File: src/rtl/score_pkg.sv
`default_nettype none
// ============================================================================
//  Module      : score_pkg
//  Description : Shared scoring constants for the score engine: default
//                point values, streak/multiplier defaults and the width of
//                the multiplier bus.
//  Contents    : MULT_W            - width of the multiplier output
//                *_DEF             - default parameter values used by the
//                                    score_engine / streak_tracker modules
//                count_width()     - bits needed to hold a count 0..n
//  Revision    : 1.0 - initial release
// ============================================================================
package score_pkg;

    // Multiplier is carried on a fixed 3-bit bus (values 1..MAX_MULT).
    localparam int MULT_W = 3;

    localparam int NUM_LANES_DEF    = 4;
    localparam int SCORE_W_DEF      = 17;
    localparam int SCORE_MAX_DEF    = 99999;
    localparam int HEAD_POINTS_DEF  = 10;
    localparam int TAIL_POINTS_DEF  = 1;
    localparam int MISS_PENALTY_DEF = 1;
    localparam int STREAK_W_DEF     = 10;
    localparam int STREAK_STEP_DEF  = 10;
    localparam int MAX_MULT_DEF     = 4;

    // Bits needed to represent any count from 0 to n inclusive.
    function automatic int count_width(input int n);
        return (n < 1) ? 1 : $clog2(n + 1);
    endfunction

endpackage : score_pkg
`default_nettype wire

File: src/rtl/streak_tracker.sv
`default_nettype none
// ============================================================================
//  Module      : streak_tracker
//  Description : Tracks the consecutive-hit streak, the song-best streak and
//                the registered score multiplier.  Any miss in a cycle
//                breaks the streak; otherwise the streak advances by the
//                number of heads hit, saturating at all-ones.
//  Ports       : clk          - clock
//                reset        - asynchronous active-high reset
//                clear        - synchronous song restart (beats pause)
//                pause        - hold all state
//                hit_cnt      - heads hit this cycle
//                miss_any     - at least one note missed this cycle
//                streak       - current streak
//                best_streak  - maximum streak since reset/clear
//                multiplier   - registered multiplier, 1..MAX_MULT
//  Revision    : 1.0 - initial release
// ============================================================================
module streak_tracker
    import score_pkg::*;
#(
    parameter int CNT_W       = 3,
    parameter int STREAK_W    = STREAK_W_DEF,
    parameter int STREAK_STEP = STREAK_STEP_DEF,
    parameter int MAX_MULT    = MAX_MULT_DEF
) (
    input  logic                clk,
    input  logic                reset,
    input  logic                clear,
    input  logic                pause,
    input  logic [CNT_W-1:0]    hit_cnt,
    input  logic                miss_any,
    output logic [STREAK_W-1:0] streak,
    output logic [STREAK_W-1:0] best_streak,
    output logic [MULT_W-1:0]   multiplier
);

    logic [STREAK_W-1:0] streak_q, streak_d;
    logic [STREAK_W-1:0] best_q, best_d;
    logic [MULT_W-1:0]   mult_q, mult_d;

    logic [STREAK_W:0]   streak_sum;
    logic [STREAK_W-1:0] next_streak;
    logic [STREAK_W-1:0] step_quot;

    always_comb begin
        // One spare bit catches the carry so the streak can saturate.
        streak_sum = {1'b0, streak_q} + (STREAK_W+1)'(hit_cnt);

        if (miss_any) begin
            next_streak = '0;
        end else if (streak_sum[STREAK_W]) begin
            next_streak = '1;
        end else begin
            next_streak = streak_sum[STREAK_W-1:0];
        end

        step_quot = next_streak / STREAK_W'(STREAK_STEP);

        streak_d = streak_q;
        best_d   = best_q;
        mult_d   = mult_q;

        if (clear) begin
            streak_d = '0;
            best_d   = '0;
            mult_d   = MULT_W'(1);
        end else if (!pause) begin
            streak_d = next_streak;
            best_d   = (next_streak > best_q) ? next_streak : best_q;
            // The multiplier is derived from the post-update streak so the
            // new value is used by the next cycle's point calculation.
            if (32'(step_quot) >= 32'(MAX_MULT - 1)) begin
                mult_d = MULT_W'(MAX_MULT);
            end else begin
                mult_d = MULT_W'(step_quot) + MULT_W'(1);
            end
        end
    end

    always_ff @(posedge clk or posedge reset) begin
        if (reset) begin
            streak_q <= '0;
            best_q   <= '0;
            mult_q   <= MULT_W'(1);
        end else begin
            streak_q <= streak_d;
            best_q   <= best_d;
            mult_q   <= mult_d;
        end
    end

    assign streak      = streak_q;
    assign best_streak = best_q;
    assign multiplier  = mult_q;

endmodule : streak_tracker
`default_nettype wire

File: src/rtl/score_engine.sv
`default_nettype none
// ============================================================================
//  Module      : score_engine
//  Description : Rhythm-game score accumulator.  Each cycle all head hits,
//                held tails and misses are folded into one signed delta:
//                  delta = multiplier*(hits*HEAD + tails*TAIL) - misses*MISS
//                and the score is updated as clamp(score + delta, 0, MAX).
//                A tail only scores while its lane's head was hit.
//  Ports       : clk            - clock
//                reset          - asynchronous active-high reset
//                clear          - synchronous song restart (beats pause)
//                pause          - hold all state
//                lane_hits      - head hit this cycle, per lane
//                notes_missed   - note missed this cycle, per lane
//                heads_in_zone  - a head is in the hit zone, per lane
//                heads_were_hit - that head has already been hit, per lane
//                tails_in_zone  - a tail is in the hit zone, per lane
//                buttons_held   - fret held, per lane
//                score          - running score
//                streak         - consecutive hits
//                best_streak    - song maximum streak
//                multiplier     - current multiplier (1..MAX_MULT)
//  Revision    : 1.0 - initial release
// ============================================================================
module score_engine
    import score_pkg::*;
#(
    parameter int NUM_LANES    = NUM_LANES_DEF,
    parameter int SCORE_W      = SCORE_W_DEF,
    parameter int SCORE_MAX    = SCORE_MAX_DEF,
    parameter int HEAD_POINTS  = HEAD_POINTS_DEF,
    parameter int TAIL_POINTS  = TAIL_POINTS_DEF,
    parameter int MISS_PENALTY = MISS_PENALTY_DEF,
    parameter int STREAK_W     = STREAK_W_DEF,
    parameter int STREAK_STEP  = STREAK_STEP_DEF,
    parameter int MAX_MULT     = MAX_MULT_DEF
) (
    input  logic                 clk,
    input  logic                 reset,
    input  logic                 clear,
    input  logic                 pause,
    input  logic [NUM_LANES-1:0] lane_hits,
    input  logic [NUM_LANES-1:0] notes_missed,
    input  logic [NUM_LANES-1:0] heads_in_zone,
    input  logic [NUM_LANES-1:0] heads_were_hit,
    input  logic [NUM_LANES-1:0] tails_in_zone,
    input  logic [NUM_LANES-1:0] buttons_held,
    output logic [SCORE_W-1:0]   score,
    output logic [STREAK_W-1:0]  streak,
    output logic [STREAK_W-1:0]  best_streak,
    output logic [MULT_W-1:0]    multiplier
);

    localparam int CNT_W = count_width(NUM_LANES);
    // Accumulator wide enough for score + multiplier * lanes * (32-bit
    // point values) with a sign bit to spare.
    localparam int ACC_W = SCORE_W + MULT_W + CNT_W + 34;

    logic [NUM_LANES-1:0] head_ok_q, head_ok_d;
    logic [SCORE_W-1:0]   score_q, score_d;

    logic [CNT_W-1:0] hit_cnt;
    logic [CNT_W-1:0] miss_cnt;
    logic [CNT_W-1:0] tail_cnt;

    logic signed [ACC_W-1:0] gain;
    logic signed [ACC_W-1:0] penalty;
    logic signed [ACC_W-1:0] delta;
    logic signed [ACC_W-1:0] sum;

    // Event counts; tails count only on lanes whose head was hit.
    always_comb begin
        hit_cnt  = '0;
        miss_cnt = '0;
        tail_cnt = '0;
        for (int i = 0; i < NUM_LANES; i++) begin
            hit_cnt  = hit_cnt  + CNT_W'(lane_hits[i]);
            miss_cnt = miss_cnt + CNT_W'(notes_missed[i]);
            tail_cnt = tail_cnt + CNT_W'(tails_in_zone[i] & buttons_held[i]
                                         & head_ok_q[i]);
        end
    end

    // A hit arms the lane; a fresh (unhit) head entering the zone disarms it
    // so a later tail on a missed head earns nothing.
    always_comb begin
        head_ok_d = head_ok_q;
        if (clear) begin
            head_ok_d = '0;
        end else if (!pause) begin
            for (int i = 0; i < NUM_LANES; i++) begin
                if (lane_hits[i]) begin
                    head_ok_d[i] = 1'b1;
                end else if (heads_in_zone[i] && !heads_were_hit[i]) begin
                    head_ok_d[i] = 1'b0;
                end
            end
        end
    end

    always_comb begin
        gain    = $signed(ACC_W'(multiplier))
                * ($signed(ACC_W'(hit_cnt))  * $signed(ACC_W'(HEAD_POINTS))
                 + $signed(ACC_W'(tail_cnt)) * $signed(ACC_W'(TAIL_POINTS)));
        penalty = $signed(ACC_W'(miss_cnt)) * $signed(ACC_W'(MISS_PENALTY));
        delta   = gain - penalty;
        sum     = $signed(ACC_W'(score_q)) + delta;

        score_d = score_q;
        if (clear) begin
            score_d = '0;
        end else if (!pause) begin
            if (sum < $signed(ACC_W'(0))) begin
                score_d = '0;
            end else if (sum > $signed(ACC_W'(SCORE_MAX))) begin
                score_d = SCORE_W'(SCORE_MAX);
            end else begin
                score_d = sum[SCORE_W-1:0];
            end
        end
    end

    always_ff @(posedge clk or posedge reset) begin
        if (reset) begin
            score_q   <= '0;
            head_ok_q <= '0;
        end else begin
            score_q   <= score_d;
            head_ok_q <= head_ok_d;
        end
    end

    streak_tracker #(
        .CNT_W       (CNT_W),
        .STREAK_W    (STREAK_W),
        .STREAK_STEP (STREAK_STEP),
        .MAX_MULT    (MAX_MULT)
    ) u_streak_tracker (
        .clk         (clk),
        .reset       (reset),
        .clear       (clear),
        .pause       (pause),
        .hit_cnt     (hit_cnt),
        .miss_any    (|notes_missed),
        .streak      (streak),
        .best_streak (best_streak),
        .multiplier  (multiplier)
    );

    assign score = score_q;

endmodule : score_engine
`default_nettype wire

File: config.mk
export PLATFORM = sky130hd
export DESIGN_NAME = score_engine
export DESIGN_NICKNAME = d
export VERILOG_FILES = /design/src/rtl/score_pkg.sv /design/src/rtl/streak_tracker.sv /design/src/rtl/score_engine.sv
export SDC_FILE = /design/constraint.sdc
export NUM_CORES = 1
export LEC_CHECK = 0
export BUFFER_PORTS_ARGS = -buffer_cell sky130_fd_sc_hd__buf_2
export CORE_UTILIZATION = 45
export DETAILED_ROUTE_END_ITERATION = 16
export PLACE_DENSITY = 0.75
export SLEW_MARGIN = 25
export SYNTH_ARGS = -nofsm -noshare
export SYNTH_HDL_FRONTEND = slang
export SYNTH_SLANG_ARGS = --single-unit
File: constraint.sdc
create_clock -name clk -period 14.6 [get_ports clk]
set_input_delay 2.19 -clock clk [delete_from_list [all_inputs] [get_ports clk]]
set_output_delay 2.19 -clock clk [all_outputs]
set_load 0.01 [all_outputs]
==> impl_metrics.py <==
metrics = {
    "cells_and_area": {
        "final_nets": 799,
        "multi_input_area_um2": 3730,
        "num-fill-cells": 1022,
        "layout-drive-gt1-share_pct": 15.2,
        "antenna_cells": 0,
        "area_growth_pct": 13.2,
        "regArea_um2": 1100,
    },
    "sta": {
        "timing.fmax_mhz": 108,
        "tightest_slew_ps": 861,
        "setup_violations": 0,
        "fin_crit_sh_pct": 63.1,
        "maxSlewHeadroom_pct": 42.2,
        "fin_tns_setup_ps": 0,
        "hold_violations": 0,
        "fin_skew_ps": 4.77,
        "rsz0062_at_grt": "no",
        "period_needed_ps": 9220,
        "report.final.slew_viol_count": 0,
    },
    "setup_path": {
        "critPathMaxStageDelay_ps": 600,
        "ff2ff_path_depth": 33,
        "regToRegStartpoint": "head_ok_q[0]$_DFFE_PP0P_",
        "rr_endpoint": "score[2]$_DFFE_PP0P_",
        "required_ps": 14780,
        "ff2ff_setup_slack_ps": 7010,
        "slowest_stage": "fa_1",
        "cp_common_cell": "fa_1",
        "critPathKind": "input port to flip-flop",
        "endpoint_kind": "flip-flop",
        "crit_fanout": 8,
        "arrival_ps": 9400,
        "startpoint_type": "input port",
    },
    "die": {
        "ioPinCount": 68,
        "fp.dieH_um": 109,
        "start_util_pct": 47.0,
        "core_um2": 11000,
        "die_w_um": 109,
        "rows": 38,
        "die-area_um2": 11900,
    },
    "job": {
        "drv_cap": 0,
    },
    "clocking": {
        "cts_setup_buffers": 0,
        "clk_pin_slew_worst_paths_ps": 70,
        "insertion_delay_ps": 290,
        "postCtsHoldBufs": 0,
        "htree_levels": 2,
        "cts-root-buf": "clkbuf_16",
        "cts_tree": "yes",
        "cts_sinks": 44,
        "numCtsBuffers": 5,
        "cts_resized": 0,
        "clockBufferDepth": 2,
    },
    "detailed_routing": {
        "drt_first_pass_iters": 4,
        "drt-total-wl_um": 12700,
        "via_count": 4754,
        "vias_per_cell": 5.72,
        "wl_per_cell_um": 15.3,
        "drc": 0,
        "first_iter_violations": 320,
        "final_antenna_net_count": 0,
    },
    "power_and_ir_drop": {
        "ir_worst_vdd_uv": 76.0,
        "powerDensity_nw_per_um2": 142,
        "p_leak_nw": 2.97,
        "power_uw": 827,
    },
    "synthesis": {
        "synth_top_cell_by_area": "dfrtp_1",
        "yosysSeqAreaShare_pct": 21.4,
        "yosys_warnings": 0,
        "synthesis.area_um2": 5160,
        "ys_ff_latch": 44,
        "async_reset_ff_share_pct": 100,
        "synth_cells": 630,
        "avgSynthCellArea_um2": 8.19,
        "syn_nets": 739,
        "synth_edf_count": 0,
        "ys.flop_type": "dfrtp_1",
        "yosysTopAreaCellShare_pct": 20.9,
        "yosys-top-cells-area": "dfrtp_1 21%, ha_1 16%, fa_1 5.8%",
        "netlist_top_cells_count": "68 x inv_1, 66 x ha_1, 62 x nor2_1",
        "ys_types": 73,
        "synth_most_common_cell": "inv_1",
    },
    "min_path": {
        "hold_depth": 2,
        "holdPathEnd": "score[14]$_DFFE_PP0P_",
        "hold_path.class": "flip-flop to flip-flop",
        "holdCritStartpoint": "score[14]$_DFFE_PP0P_",
    },
    "placed_design": {
        "place.port_buffers": 67,
        "globalplace.congestion": 0.879,
        "place_hpwl_um": 9870,
    },
    "global_routing": {
        "grt_max_degree": 45,
        "antenna_found_initial": 0,
        "grt_use_total_pct": 22.4,
        "overflow": 0,
        "grt_pass1_vias": 4710,
        "grt_pass1_wl_um": 21300,
    },
    "status": {
        "status": "finished, final reports clean",
    },
}
==> worst max-delay path by stage <==
stage,slack [ps],to,depth (start not counted),start
after global placement,5320,score[2]$_DFFE_PP0P_,27,lane_hits[0]
after CTS,5400,score[2]$_DFFE_PP0P_,28,lane_hits[0]
after global routing,4820,score[14]$_DFFE_PP0P_,28,lane_hits[0]
after floorplan,5910,score[6]$_DFFE_PP0P_,28,lane_hits[0]
after detailed placement,5120,score[2]$_DFFE_PP0P_,28,lane_hits[0]
final,5380,score[2]$_DFFE_PP0P_,28,lane_hits[0]
==> registers in the layout (all words and copies together), names as in the netlist <==
signal / flops
u_streak_tracker.multiplier: 3
u_streak_tracker.best_streak: 10
head_ok_q: 4
u_streak_tracker.streak: 10
score: 17
==> cells by family (layout without fill, tap and decap cells) <==
family | after synthesis | count (layout) | synth area share (%)
multiplexers | 16 | 16 | 3.25
AND/OR/NAND/NOR | 201 | 201 | 18.5
buffers and inverters | 87 | 148 | 6.40
flip-flops | 44 | 44 | 21.4
AO/OA/AOI/OAI | 169 | 169 | 23.2
adder cells (fa/ha/maj) | 83 | 83 | 22.2
XOR/XNOR | 30 | 30 | 5.09
==> area by class of cell <==
cell class / count / share of cell area [%]
multi-input cells: 499 / 63.8
repair buffers: 70 / 6.13
clock buffers: 5 / 2.14
inverters: 70 / 4.52
well taps: 140 / 3.00
clock inverters: 3 / 1.54
flip-flops and latches: 44 / 18.9
==> cells in the final DEF, fill, tap and decap left out, types with 14 or more instances in the layout <==
master | synthesis | layout
fa_1 | 15 | 15
inv_1 | 68 | 67
o21ai_0 | 23 | 23
a21oi_1 | 50 | 50
buf_2 | 3 | 67
nor2_1 | 62 | 62
a21o_1 | 15 | 15
nand2_1 | 61 | 61
nor3_1 | 14 | 14
xnor2_1 | 19 | 19
ha_1 | 66 | 66
dfrtp_1 | 43 | 43
mux2i_1 | 14 | 14
==> power by group <==
part	internal, mW	total [mW]	switching [mW]
combinational	0.207	0.506	0.299
clock	0.115	0.166	0.0501
sequential	0.139	0.156	0.0173
==> stage by stage <==
step / hold WS (ps) / instance area (um^2) / utilization, % / instances / setup WS [ps]
4_1_cts: 533 / 5840 / 53.2 / 831 / 5400
6_report: 530 / 5840 / 53.2 / 831 / 5380
3_3_place_gp: 501 / 5620 / 51.2 / 823 / 5320
2_1_floorplan: 503 / 5160 / - / 630 / 5910
3_5_place_dp: 517 / 5620 / 51.2 / 823 / 5120
5_1_grt: 546 / 5840 / 53.2 / 831 / 4820
==> routing by layer <==
metal  vias up  GRT usage (%)  part of all wire [%]
li1       2332              -                     -
met1      2294           27.4                    44
met2       111           40.3                    51
met3        17           2.81                   3.3
met4         0           7.24                   1.6
met5         -              0                     0
==> worst max-delay path, delay by kind of cell <==
kind | cells | cell delay (ps)
AO/OA/AOI/OAI | 12 | 2180
adder cells (fa/ha/maj) | 7 | 3340
buffers and inverters | 3 | 430
multiplexers | 1 | 180
AND/OR/NAND/NOR | 5 | 1100
Note: power is estimated with default switching activity, not from simulation.
